`src/rtl/uart_rx_fifo_port_pkg.sv`:
```
// Shared definitions for the UART receive path.
// Holds the receiver state encoding and the helpers that turn the clock
// frequency and line rate into bit-period counts, so uart_tx can use the same
// derivation.
// No ports: this is a package.
package uart_rx_fifo_port_pkg;

  // Receiver state encoding, 3 bits wide.
  typedef enum logic [2:0] {
    RESYNC = 3'd0,
    IDLE   = 3'd1,
    START  = 3'd2,
    DATA   = 3'd3,
    STOP   = 3'd4
  } rxState_t;

  // Clock cycles per serial bit. Integer division truncates, so the bit time
  // runs slightly short of ideal. A 10-bit frame tolerates that easily.
  function automatic int clksPerBit(input int clkFrequency, input int baud);
    return clkFrequency / baud;
  endfunction

  // Offset from the start-bit edge to the middle of the start bit.
  function automatic int halfBit(input int clkFrequency, input int baud);
    return clksPerBit(clkFrequency, baud) / 2;
  endfunction

endpackage

```
`src/rtl/uart_rx_fifo_port_sync_2ff.sv`:
```
// Two-flop synchronizer for a single asynchronous input.
// Ports:
//   i_clk     - destination clock
//   i_reset_n - synchronous active-low reset; both flops load RESET_VALUE
//   i_d       - asynchronous input
//   o_q       - synchronized output, two clocks behind i_d
module sync_2ff #(
  parameter logic RESET_VALUE = 1'b1
) (
  input  logic i_clk,
  input  logic i_reset_n,
  input  logic i_d,
  output logic o_q
);

  logic r_meta;
  logic r_sync;

  // The first flop may go metastable. The second flop gives it a full cycle to
  // settle before anything downstream reads the value.
  always_ff @(posedge i_clk) begin
    if (!i_reset_n) begin
      r_meta <= RESET_VALUE;
      r_sync <= RESET_VALUE;
    end else begin
      r_meta <= i_d;
      r_sync <= r_meta;
    end
  end

  assign o_q = r_sync;

endmodule

```
`src/rtl/uart_rx_fifo_port.sv`:
```
// UART 8N1 receiver front end with a single-entry holding register.
// It recovers bytes from the raw rxd pin and offers each one on a valid/ready
// port. Framing and overrun errors appear as one-cycle pulses.
// Ports:
//   i_clk_12mhz    - system clock; all logic runs on the rising edge
//   i_reset_n      - synchronous active-low reset
//   i_rxd          - asynchronous serial input; idles high
//   o_data[7:0]    - received byte; meaningful while o_data_valid is high
//   o_data_valid   - holding register full
//   i_data_ready   - consumer takes the byte when valid and ready meet at an edge
//   o_frame_err    - one-cycle pulse when the stop bit is sampled low
//   o_overrun      - one-cycle pulse when a finished byte finds the register full
//   o_busy         - high from start-bit detect until the stop-bit sample
module uart_rx_fifo_port
  import uart_rx_fifo_port_pkg::*;
#(
  parameter int CLK_FREQUENCY = 12_000_000,
  parameter int BAUD          = 115_200
) (
  input  logic       i_clk_12mhz,
  input  logic       i_reset_n,
  input  logic       i_rxd,
  output logic [7:0] o_data,
  output logic       o_data_valid,
  input  logic       i_data_ready,
  output logic       o_frame_err,
  output logic       o_overrun,
  output logic       o_busy
);

  localparam int CLKS_PER_BIT = clksPerBit(CLK_FREQUENCY, BAUD);
  localparam int HALF_BIT     = halfBit(CLK_FREQUENCY, BAUD);
  localparam int CNT_W        = $clog2(CLKS_PER_BIT + 1);
  localparam logic [CNT_W-1:0] CNT_BIT_LAST  = CNT_W'(CLKS_PER_BIT - 1);
  localparam logic [CNT_W-1:0] CNT_HALF_LAST = CNT_W'(HALF_BIT - 1);

  rxState_t         r_state;
  rxState_t         w_nextState;
  logic [CNT_W-1:0] r_cnt;
  logic [2:0]       r_bitIdx;
  logic [7:0]       r_shift;
  logic             r_deliver;
  logic [7:0]       r_data;
  logic             r_dataValid;
  logic             r_frameErr;
  logic             r_overrun;

  logic w_rxS;
  logic w_cntClr;
  logic w_cntInc;
  logic w_bitIdxClr;
  logic w_sampleData;
  logic w_stopGood;
  logic w_stopBad;

  sync_2ff #(
    .RESET_VALUE(1'b1)
  ) u_sync (
    .i_clk     (i_clk_12mhz),
    .i_reset_n (i_reset_n),
    .i_d       (i_rxd),
    .o_q       (w_rxS)
  );

  // State register.
  always_ff @(posedge i_clk_12mhz) begin
    if (!i_reset_n) begin
      r_state <= RESYNC;
    end else begin
      r_state <= w_nextState;
    end
  end

  // Next-state and datapath strobes. Each counter compare fires on the edge
  // where the count reaches the target minus one, so the sample lands exactly
  // HALF_BIT or CLKS_PER_BIT edges after the counter was cleared.
  always_comb begin
    w_nextState  = r_state;
    w_cntClr     = 1'b0;
    w_cntInc     = 1'b0;
    w_bitIdxClr  = 1'b0;
    w_sampleData = 1'b0;
    w_stopGood   = 1'b0;
    w_stopBad    = 1'b0;
    unique case (r_state)
      RESYNC: begin
        // Require a full bit time of idle line before trusting a falling edge.
        // Otherwise we could lock onto a data bit in the middle of a frame.
        if (!w_rxS) begin
          w_cntClr = 1'b1;
        end else if (r_cnt == CNT_BIT_LAST) begin
          w_cntClr    = 1'b1;
          w_nextState = IDLE;
        end else begin
          w_cntInc = 1'b1;
        end
      end
      IDLE: begin
        if (!w_rxS) begin
          w_cntClr    = 1'b1;
          w_nextState = START;
        end
      end
      START: begin
        w_bitIdxClr = 1'b1;
        if (r_cnt == CNT_HALF_LAST) begin
          w_cntClr    = 1'b1;
          w_nextState = w_rxS ? IDLE : DATA;
        end else begin
          w_cntInc = 1'b1;
        end
      end
      DATA: begin
        if (r_cnt == CNT_BIT_LAST) begin
          w_cntClr     = 1'b1;
          w_sampleData = 1'b1;
          if (r_bitIdx == 3'd7) begin
            w_nextState = STOP;
          end
        end else begin
          w_cntInc = 1'b1;
        end
      end
      STOP: begin
        if (r_cnt == CNT_BIT_LAST) begin
          w_cntClr = 1'b1;
          if (w_rxS) begin
            w_stopGood  = 1'b1;
            w_nextState = IDLE;
          end else begin
            w_stopBad   = 1'b1;
            w_nextState = RESYNC;
          end
        end else begin
          w_cntInc = 1'b1;
        end
      end
      default: begin
        w_cntClr    = 1'b1;
        w_nextState = RESYNC;
      end
    endcase
  end

  // Counters, shifter and holding register. Delivery is one cycle after the
  // stop sample. At that edge the consumer's ready decides between a
  // replace-on-accept and a dropped byte that raises overrun.
  always_ff @(posedge i_clk_12mhz) begin
    if (!i_reset_n) begin
      r_cnt       <= '0;
      r_bitIdx    <= '0;
      r_shift     <= '0;
      r_deliver   <= 1'b0;
      r_data      <= '0;
      r_dataValid <= 1'b0;
      r_frameErr  <= 1'b0;
      r_overrun   <= 1'b0;
    end else begin
      if (w_cntClr) begin
        r_cnt <= '0;
      end else if (w_cntInc) begin
        r_cnt <= r_cnt + 1'b1;
      end

      if (w_bitIdxClr) begin
        r_bitIdx <= '0;
      end else if (w_sampleData) begin
        r_bitIdx <= r_bitIdx + 1'b1;
      end

      if (w_sampleData) begin
        r_shift <= {w_rxS, r_shift[7:1]};
      end

      r_deliver  <= w_stopGood;
      r_frameErr <= w_stopBad;
      r_overrun  <= 1'b0;

      if (r_deliver) begin
        if (!r_dataValid || i_data_ready) begin
          r_data      <= r_shift;
          r_dataValid <= 1'b1;
        end else begin
          r_overrun <= 1'b1;
        end
      end else if (r_dataValid && i_data_ready) begin
        r_dataValid <= 1'b0;
      end
    end
  end

  assign o_data       = r_data;
  assign o_data_valid = r_dataValid;
  assign o_frame_err  = r_frameErr;
  assign o_overrun    = r_overrun;
  assign o_busy       = (r_state == START) || (r_state == DATA) || (r_state == STOP);

endmodule

```
`config.mk`:
```
export PLATFORM = sky130hd
export DESIGN_NAME = uart_rx_fifo_port
export DESIGN_NICKNAME = d
export VERILOG_FILES = /design/src/rtl/uart_rx_fifo_port_pkg.sv /design/src/rtl/uart_rx_fifo_port_sync_2ff.sv /design/src/rtl/uart_rx_fifo_port.sv
export SDC_FILE = /design/constraint.sdc
export NUM_CORES = 1
export LEC_CHECK = 0
export CAP_MARGIN = 20
export CORE_MARGIN = 2
export CORE_UTILIZATION = 51
export DETAILED_ROUTE_END_ITERATION = 6
export PLACE_DENSITY = 0.85
export SLEW_MARGIN = 20
export SYNTH_ARGS = -nofsm -noshare
export SYNTH_HDL_FRONTEND = slang
export SYNTH_SLANG_ARGS = --single-unit
export TNS_END_PERCENT = 10
```
`constraint.sdc`:
```
create_clock -name i_clk_12mhz -period 1.5 [get_ports i_clk_12mhz]
set_input_delay 0.375 -clock i_clk_12mhz [delete_from_list [all_inputs] [get_ports i_clk_12mhz]]
set_output_delay 0.375 -clock i_clk_12mhz [all_outputs]
set_load 0.01 [all_outputs]
```
; ---- Yosys cells after proc, flatten, opt, wreduce, memory -nomap -nowiden
; Index checks and enable logic that the tools add are counted.
; Widths: inputs -> output; s select.
[word_totals]
out_inout_bits = 12
regBits = 35
elab_cells = 70
[op_classes]
n_mux = 26
bitwise_logic = 1
n_addsub = 2
eq_ne = 15
n_reduce_logical = 15
[op_table]
columns = operator, n
row1 = $mux 3, 7
row2 = $mux 1, 15
row3 = $pmux 3 s5, 1
row4 = $ne 2x2->1 const B, 6
row5 = $add 7x1->7 const B, 1
row6 = $eq 7x6->1 const B, 1
row7 = $eq 7x7->1 const B, 1
row8 = $reduce_and 7->1, 1
row9 = $eq 3x2->1 const B, 2
row10 = $eq 3x3->1 const B, 2
row11 = $reduce_and 2->1, 3
row12 = $reduce_or 2->1, 3
row13 = $ne 2x1->1 const B, 2
row14 = $pmux 1 s4, 1
row15 = $add 3x1->3 const B, 1
row16 = $eq 3x1->1 const B, 1
row17 = $logic_not 3->1, 1
row18 = $logic_or 1x1->1, 3
row19 = $pmux 1 s3, 1
row20 = $reduce_and 3->1, 1
row21 = $mux 2, 1
row22 = $reduce_bool 2->1, 1
row23 = $logic_and 1x1->1, 1
row24 = $logic_not 1->1, 1
row25 = $not 1->1, 1

; ---- Depth between registers and ports, before layout
[logic_depth]
depth_word = 5
mapped_depth = 8
ltp_nobuf = 5

; ---- Modules after synthesis
; From an unflattened synthesis, not the netlist that was laid out.
[unflattened]
hier_cells = 171
area_unflattened_um2 = 1515.2
[modules_own_cells]
columns = mod, instances, area_per_inst_um2, seq_area_each_um2, cells_each
row1 = uart_rx_fifo_port, 1, 1462.7, 660.6, 167
row2 = sync_2ff, 1, 52.6, 40.0, 4

; ---- Worst setup path after synthesis
; Ideal clock, no wire load.
[synth_path]
kind = flip-flop to flip-flop
start = register r_cnt[0]
end = register r_cnt[3]
synth_period_minus_slack_ps = 1615
setup_slack_ps = -115
stages_incl_launch_ff = 8
n_path_buf = 2
setup_ps = 118
t_arrival_ps = 1498
path_cell_list = dfxtp_1 > ha_1 > buf_6 > and4b_1 > buf_6 > a2111oi_4 > or3b_1 > a21oi_2
[synth_via]
elab_chain_cells = 5
word_cells_on_any_way = 12
[synth_rtl]
columns = element, line_no
row1 = from (decl), uart_rx_fifo_port.sv:39  ; logic [CNT_W-1:0] r_cnt;
row2 = from (signal assigned), uart_rx_fifo_port.sv:162  ; r_cnt <= r_cnt + 1'b1;
row3 = $eq 7x7->1, "uart_rx_fifo_port.sv:91, uart_rx_fifo_port.sv:114, uart_rx_fifo_port.sv:125"
row4 = $mux 1, "uart_rx_fifo_port.sv:91, uart_rx_fifo_port.sv:114, uart_rx_fifo_port.sv:125"
row5 = $mux 1, uart_rx_fifo_port.sv:89  ; if (!w_rxS) begin
row6 = $pmux 1 s4, uart_rx_fifo_port.sv:85  ; unique case (r_state)
row7 = $reduce_or 2->1 (no source line), --
; Several ways; a longest one is shown, not always the timed one.
; A chain may end at the register's enable or synchronous reset.

; ---- Final worst setup path
[layout_path]
start = register r_state[1]
end = output o_busy
[layout_via]
elab_chain_cells = 3
word_cells_on_any_way = 5
[layout_rtl]
columns = element, line_no
row1 = from (decl), uart_rx_fifo_port.sv:37  ; rxState_t r_state;
row2 = from (signal assigned), uart_rx_fifo_port.sv:70  ; r_state <= w_nextState;
row3 = $eq 3x2->1, uart_rx_fifo_port.sv:196  ; assign o_busy = (r_state == START) || (r_state == DATA) || (r_state == STOP);
row4 = $logic_or 1x1->1, uart_rx_fifo_port.sv:196
row5 = $logic_or 1x1->1 (*), uart_rx_fifo_port.sv:196
row6 = to (decl), uart_rx_fifo_port.sv:28  ; output logic o_busy
; Mark *: on every way between the ends. The rest lies on a longest branch, timed or not.

==> results <==
- From bottom edge to top edge, the die measures roughly 63 um.
- After detailed routing, the average wire length per cell comes to between 10 and 15 um.
- Clock-pin slew was measured on the worst setup and hold paths at ~100 ps.
- The number of warnings issued by yosys is 0.
- The normalized max-slew margin is between 70% and 80%.
- The detailed router used layers up to and including met3.
- The clock root buffer is sky130_fd_sc_hd__clkbuf_4.
- The number of antenna diodes in the final layout is 0.
- The number of antenna violations at the first check in global routing is 0.
- The first detailed-routing pass took 4 iterations.
- The max-slew violation count is 0.
- The total area inside the core boundary comes to about 3300 sq um.
- The number of nets in the final layout is 236.
- The average via count per standard cell is roughly 5.5.
- The first global-routing pass estimated between 6000 and 7000 um of wire.
- The element type at the critical path end is an output pin.
- The final wirelength is ~3700 um.
- The number of nets handed over by synthesis was approximately 200.
- The area growth from synthesis to final layout is 26.5%.
- The tool flagged a number of max-cap violations equal to 0.
- Synthesis inferred 35 register bits.
- The post-route core utilization is between 60 and 70%.
- The fraction of the cycle the final worst path needs is 108%.
- The detailed router put a total of approximately 1600 um of wire on met1.
- In this run the worst hold path is classified as register to register.
- The worst voltage drop across the vdd grid is around 0.45 mV.
- The remaining routing DRC violations is 0.
- The setup-violating endpoint count in the final report is 6.
- A synthesized cell averages 9.35 sq um.
- The number of buffers created by CTS is 5.
- Counting along the longest clock path gives a buffer depth of 2.
- The TritonCTS clock tree is yes.
- The critical path data required time is between 1000 and 1500 ps.
- In the detailed route, the total length drawn on met3 is between 100 and 150 um.
- At the end of routability-driven placement, the weighted congestion stood at about 0.81.
- The accumulated negative setup slack is -364 ps.
- The peak clock frequency supported by timing is 0.618 GHz.
- In this run the count of I/O pins placed on the die edge is 16.
- The register area share after synthesis is 39.6%.
- Along the worst path, the maximum fanout reaches 2.
- Final hold analysis gives a worst-case slack of 427 ps.
- In this run the number of H-tree levels came out at 2.
- Data on the critical path arrives at its endpoint at roughly 1200 ps.
- The die outline width is ~63 um.
- For this block, the via count after detailed routing is about 1500.
- The die covers slightly below 4000 sq um.
- The number of standard cells after synthesis is ~190.
- The mapped netlist covers between 1500 and 2000 sq um.
- Summed over all cells, the static leakage comes to between 0.9 and 1 nW.
- With fillers left out, the area of the finished cells amounts to 2240 sq um.
- The kind of launch point of the worst setup path is a register.
- The detailed router's first-iteration violation count is between 100 and 150.
- In the synthesized netlist the dominant register cell turns out to be sky130_fd_sc_hd__dfxtp_1.
- The HPWL after detailed placement is about 2800 um.
- The synthesized design contains 0 enable-type register cells.
- The total global routing track utilization is roughly a fifth.
- Input and output buffers added on the ports amount to 15.
- The placed instances occupy a cell area of between 2000 and 2500 sq um.
- The number of nets with antenna violations after routing is 0.
- The length of routed met2 wiring is between 1500 and 2000 um.
- The clock sink total is 35.
- The reg-to-reg setup timing slack is -80 ps.
- The smallest setup slack after layout is -118 ps.
- The via count of the first global-routing pass is about 1500.
- At the pin with the least slew margin, the transition time is ~380 ps.
- In the final layout, the share of cells above drive strength 1 is between 30% and 40%.
- Setup repair after global routing could not meet its margin everywhere.
- Counting distinct cell types in the post-synthesis netlist gives 54.
- The later pin in the worst-skew pair is clocked with a latency of ~330 ps.
- The largest net degree at the start of global routing is 19.
- The final total power is around 1.5 mW.
- The count of final hold-check violations is 0.
- The flow ran to the end, but the final reports show violations.
- After synthesis, the share of flip-flops with an asynchronous set or reset is 0%.
- The kind of critical path is register to output pin.
- Summed over all layers, the global routing overflow is 0.
- Once the floorplan was initialized, standard cells occupied about 53% of the core.
- The checks that failed: negative setup slack.
- The floorplan has 21 rows.
- The setup clock skew after layout is 7.84 ps.
- Power spread over the standard cell area amounts to slightly below 700 nW/um^2.
- The post-layout minimum cycle time is approximately 1600 ps.
[through the flow]
stage | std cells | setup slack (ps)
floorplan | 189 | -35.6
global placement | 266 | -135
detailed placement | 266 | -169
CTS | 276 | -131
global route | 276 | -170
finish | 276 | -118
[routing by layer]
layer / up-vias / global-route usage [%]
li1: 764 / -
met3: 0 / 6.31
met1: 715 / 23.4
met5: - / 0
met4: 0 / 5.28
met2: 33 / 38.6
[cell families after synthesis]
group,Yosys count,share of synthesized area [%]
adder cells (fa/ha/maj),3,2.12
XOR/XNOR,1,0.495
AND/OR/NAND/NOR,84,28.0
AO/OA/AOI/OAI,39,16.6
multiplexers,11,6.23
flip-flops,35,39.6
buffers and inverters,16,7.01
[timing repair]
item                                    in CTS  in global routing
buffers inserted                             2                  0
gates resized for setup                     24                 12
hold buffers                                 0                  0
pin swaps                                    2                  3
endpoints found under the setup margin      31                 21
[sequential cells by signal, summed over array words and instances (netlist names)]
register,cells
o_data,8
r_shift,8
r_cnt,7
r_bitIdx,3
r_state,3
o_data_valid,1
o_frame_err,1
o_overrun,1
r_deliver,1
u_sync.o_q,1
u_sync.r_meta,1
[worst paths after layout]
check,end,start,cells past startpoint
max reg2reg,r_cnt[4],r_state[1],7
max,o_busy,r_state[1],3
min,u_sync.o_q,u_sync.r_meta,1
min reg2reg,u_sync.o_q,u_sync.r_meta,1
[cell usage after synthesis (2+ instances only)]
| cell | instances | share of area [%] |
|---|---|---|
| sky130_fd_sc_hd__clkbuf_8 | 2 | 1.6 |
| sky130_fd_sc_hd__a21oi_1 | 16 | 4.5 |
| sky130_fd_sc_hd__nor2b_1 | 4 | 1.4 |
| sky130_fd_sc_hd__nand3_2 | 2 | 1.1 |
| sky130_fd_sc_hd__nand2b_1 | 4 | 1.4 |
| sky130_fd_sc_hd__nand4b_1 | 3 | 1.5 |
| sky130_fd_sc_hd__o21ai_0 | 4 | 1.1 |
| sky130_fd_sc_hd__nand3_1 | 3 | 0.85 |
| sky130_fd_sc_hd__ha_1 | 3 | 2.1 |
| sky130_fd_sc_hd__nor3_1 | 2 | 0.57 |
| sky130_fd_sc_hd__nand4_1 | 6 | 2.1 |
| sky130_fd_sc_hd__or3b_1 | 2 | 0.99 |
| sky130_fd_sc_hd__o21a_1 | 2 | 0.85 |
| sky130_fd_sc_hd__a311oi_1 | 2 | 0.99 |
| sky130_fd_sc_hd__buf_2 | 2 | 0.57 |
| sky130_fd_sc_hd__nand2_1 | 27 | 5.7 |
| sky130_fd_sc_hd__nor2_1 | 13 | 2.8 |
| sky130_fd_sc_hd__o21bai_1 | 2 | 0.85 |
| sky130_fd_sc_hd__and4b_1 | 2 | 1.1 |
| sky130_fd_sc_hd__inv_1 | 3 | 0.64 |
| sky130_fd_sc_hd__buf_4 | 3 | 1.3 |
| sky130_fd_sc_hd__or3_1 | 3 | 1.1 |
| sky130_fd_sc_hd__buf_6 | 4 | 2.5 |
| sky130_fd_sc_hd__dfxtp_1 | 35 | 40 |
| sky130_fd_sc_hd__mux2i_1 | 11 | 6.2 |
[critical path, cell delays in order (launching register included)]
cell                      delay [ps]
sky130_fd_sc_hd__dfxtp_2         340
sky130_fd_sc_hd__or3b_4          400
sky130_fd_sc_hd__nand2_2          80
sky130_fd_sc_hd__buf_6           100
[layout make-up]
cell class / instances / area (sq um)
Timing Repair Buffer: 46 / 402
Fill cell: 253 / 1100
Multi-Input combinational cell: 138 / 1010
Clock buffer: 6 / 41.3
Sequential cell: 35 / 706
Inverter: 3 / 11.3
Tap cell: 46 / 57.6
Clock inverter: 2 / 12.5
[cells in the final DEF, fill, tap and decap left out, drive strengths merged, types with 5 or more instances in the layout]
master and n:
a21oi 18, nand3 6, buf 32, nand2 27, clkbuf 6, nand2b 5
mux2i 11, dfxtp 35, nor2 13, nand4 6, dlygate4sd2 11
[power breakdown]
group	switching, mW	total (mW)	internal [mW]
clock	0.308	0.488	0.181
sequential	0.0101	0.950	0.940
combinational	0.0504	0.102	0.0515
Power figures use the tool's default switching activity.
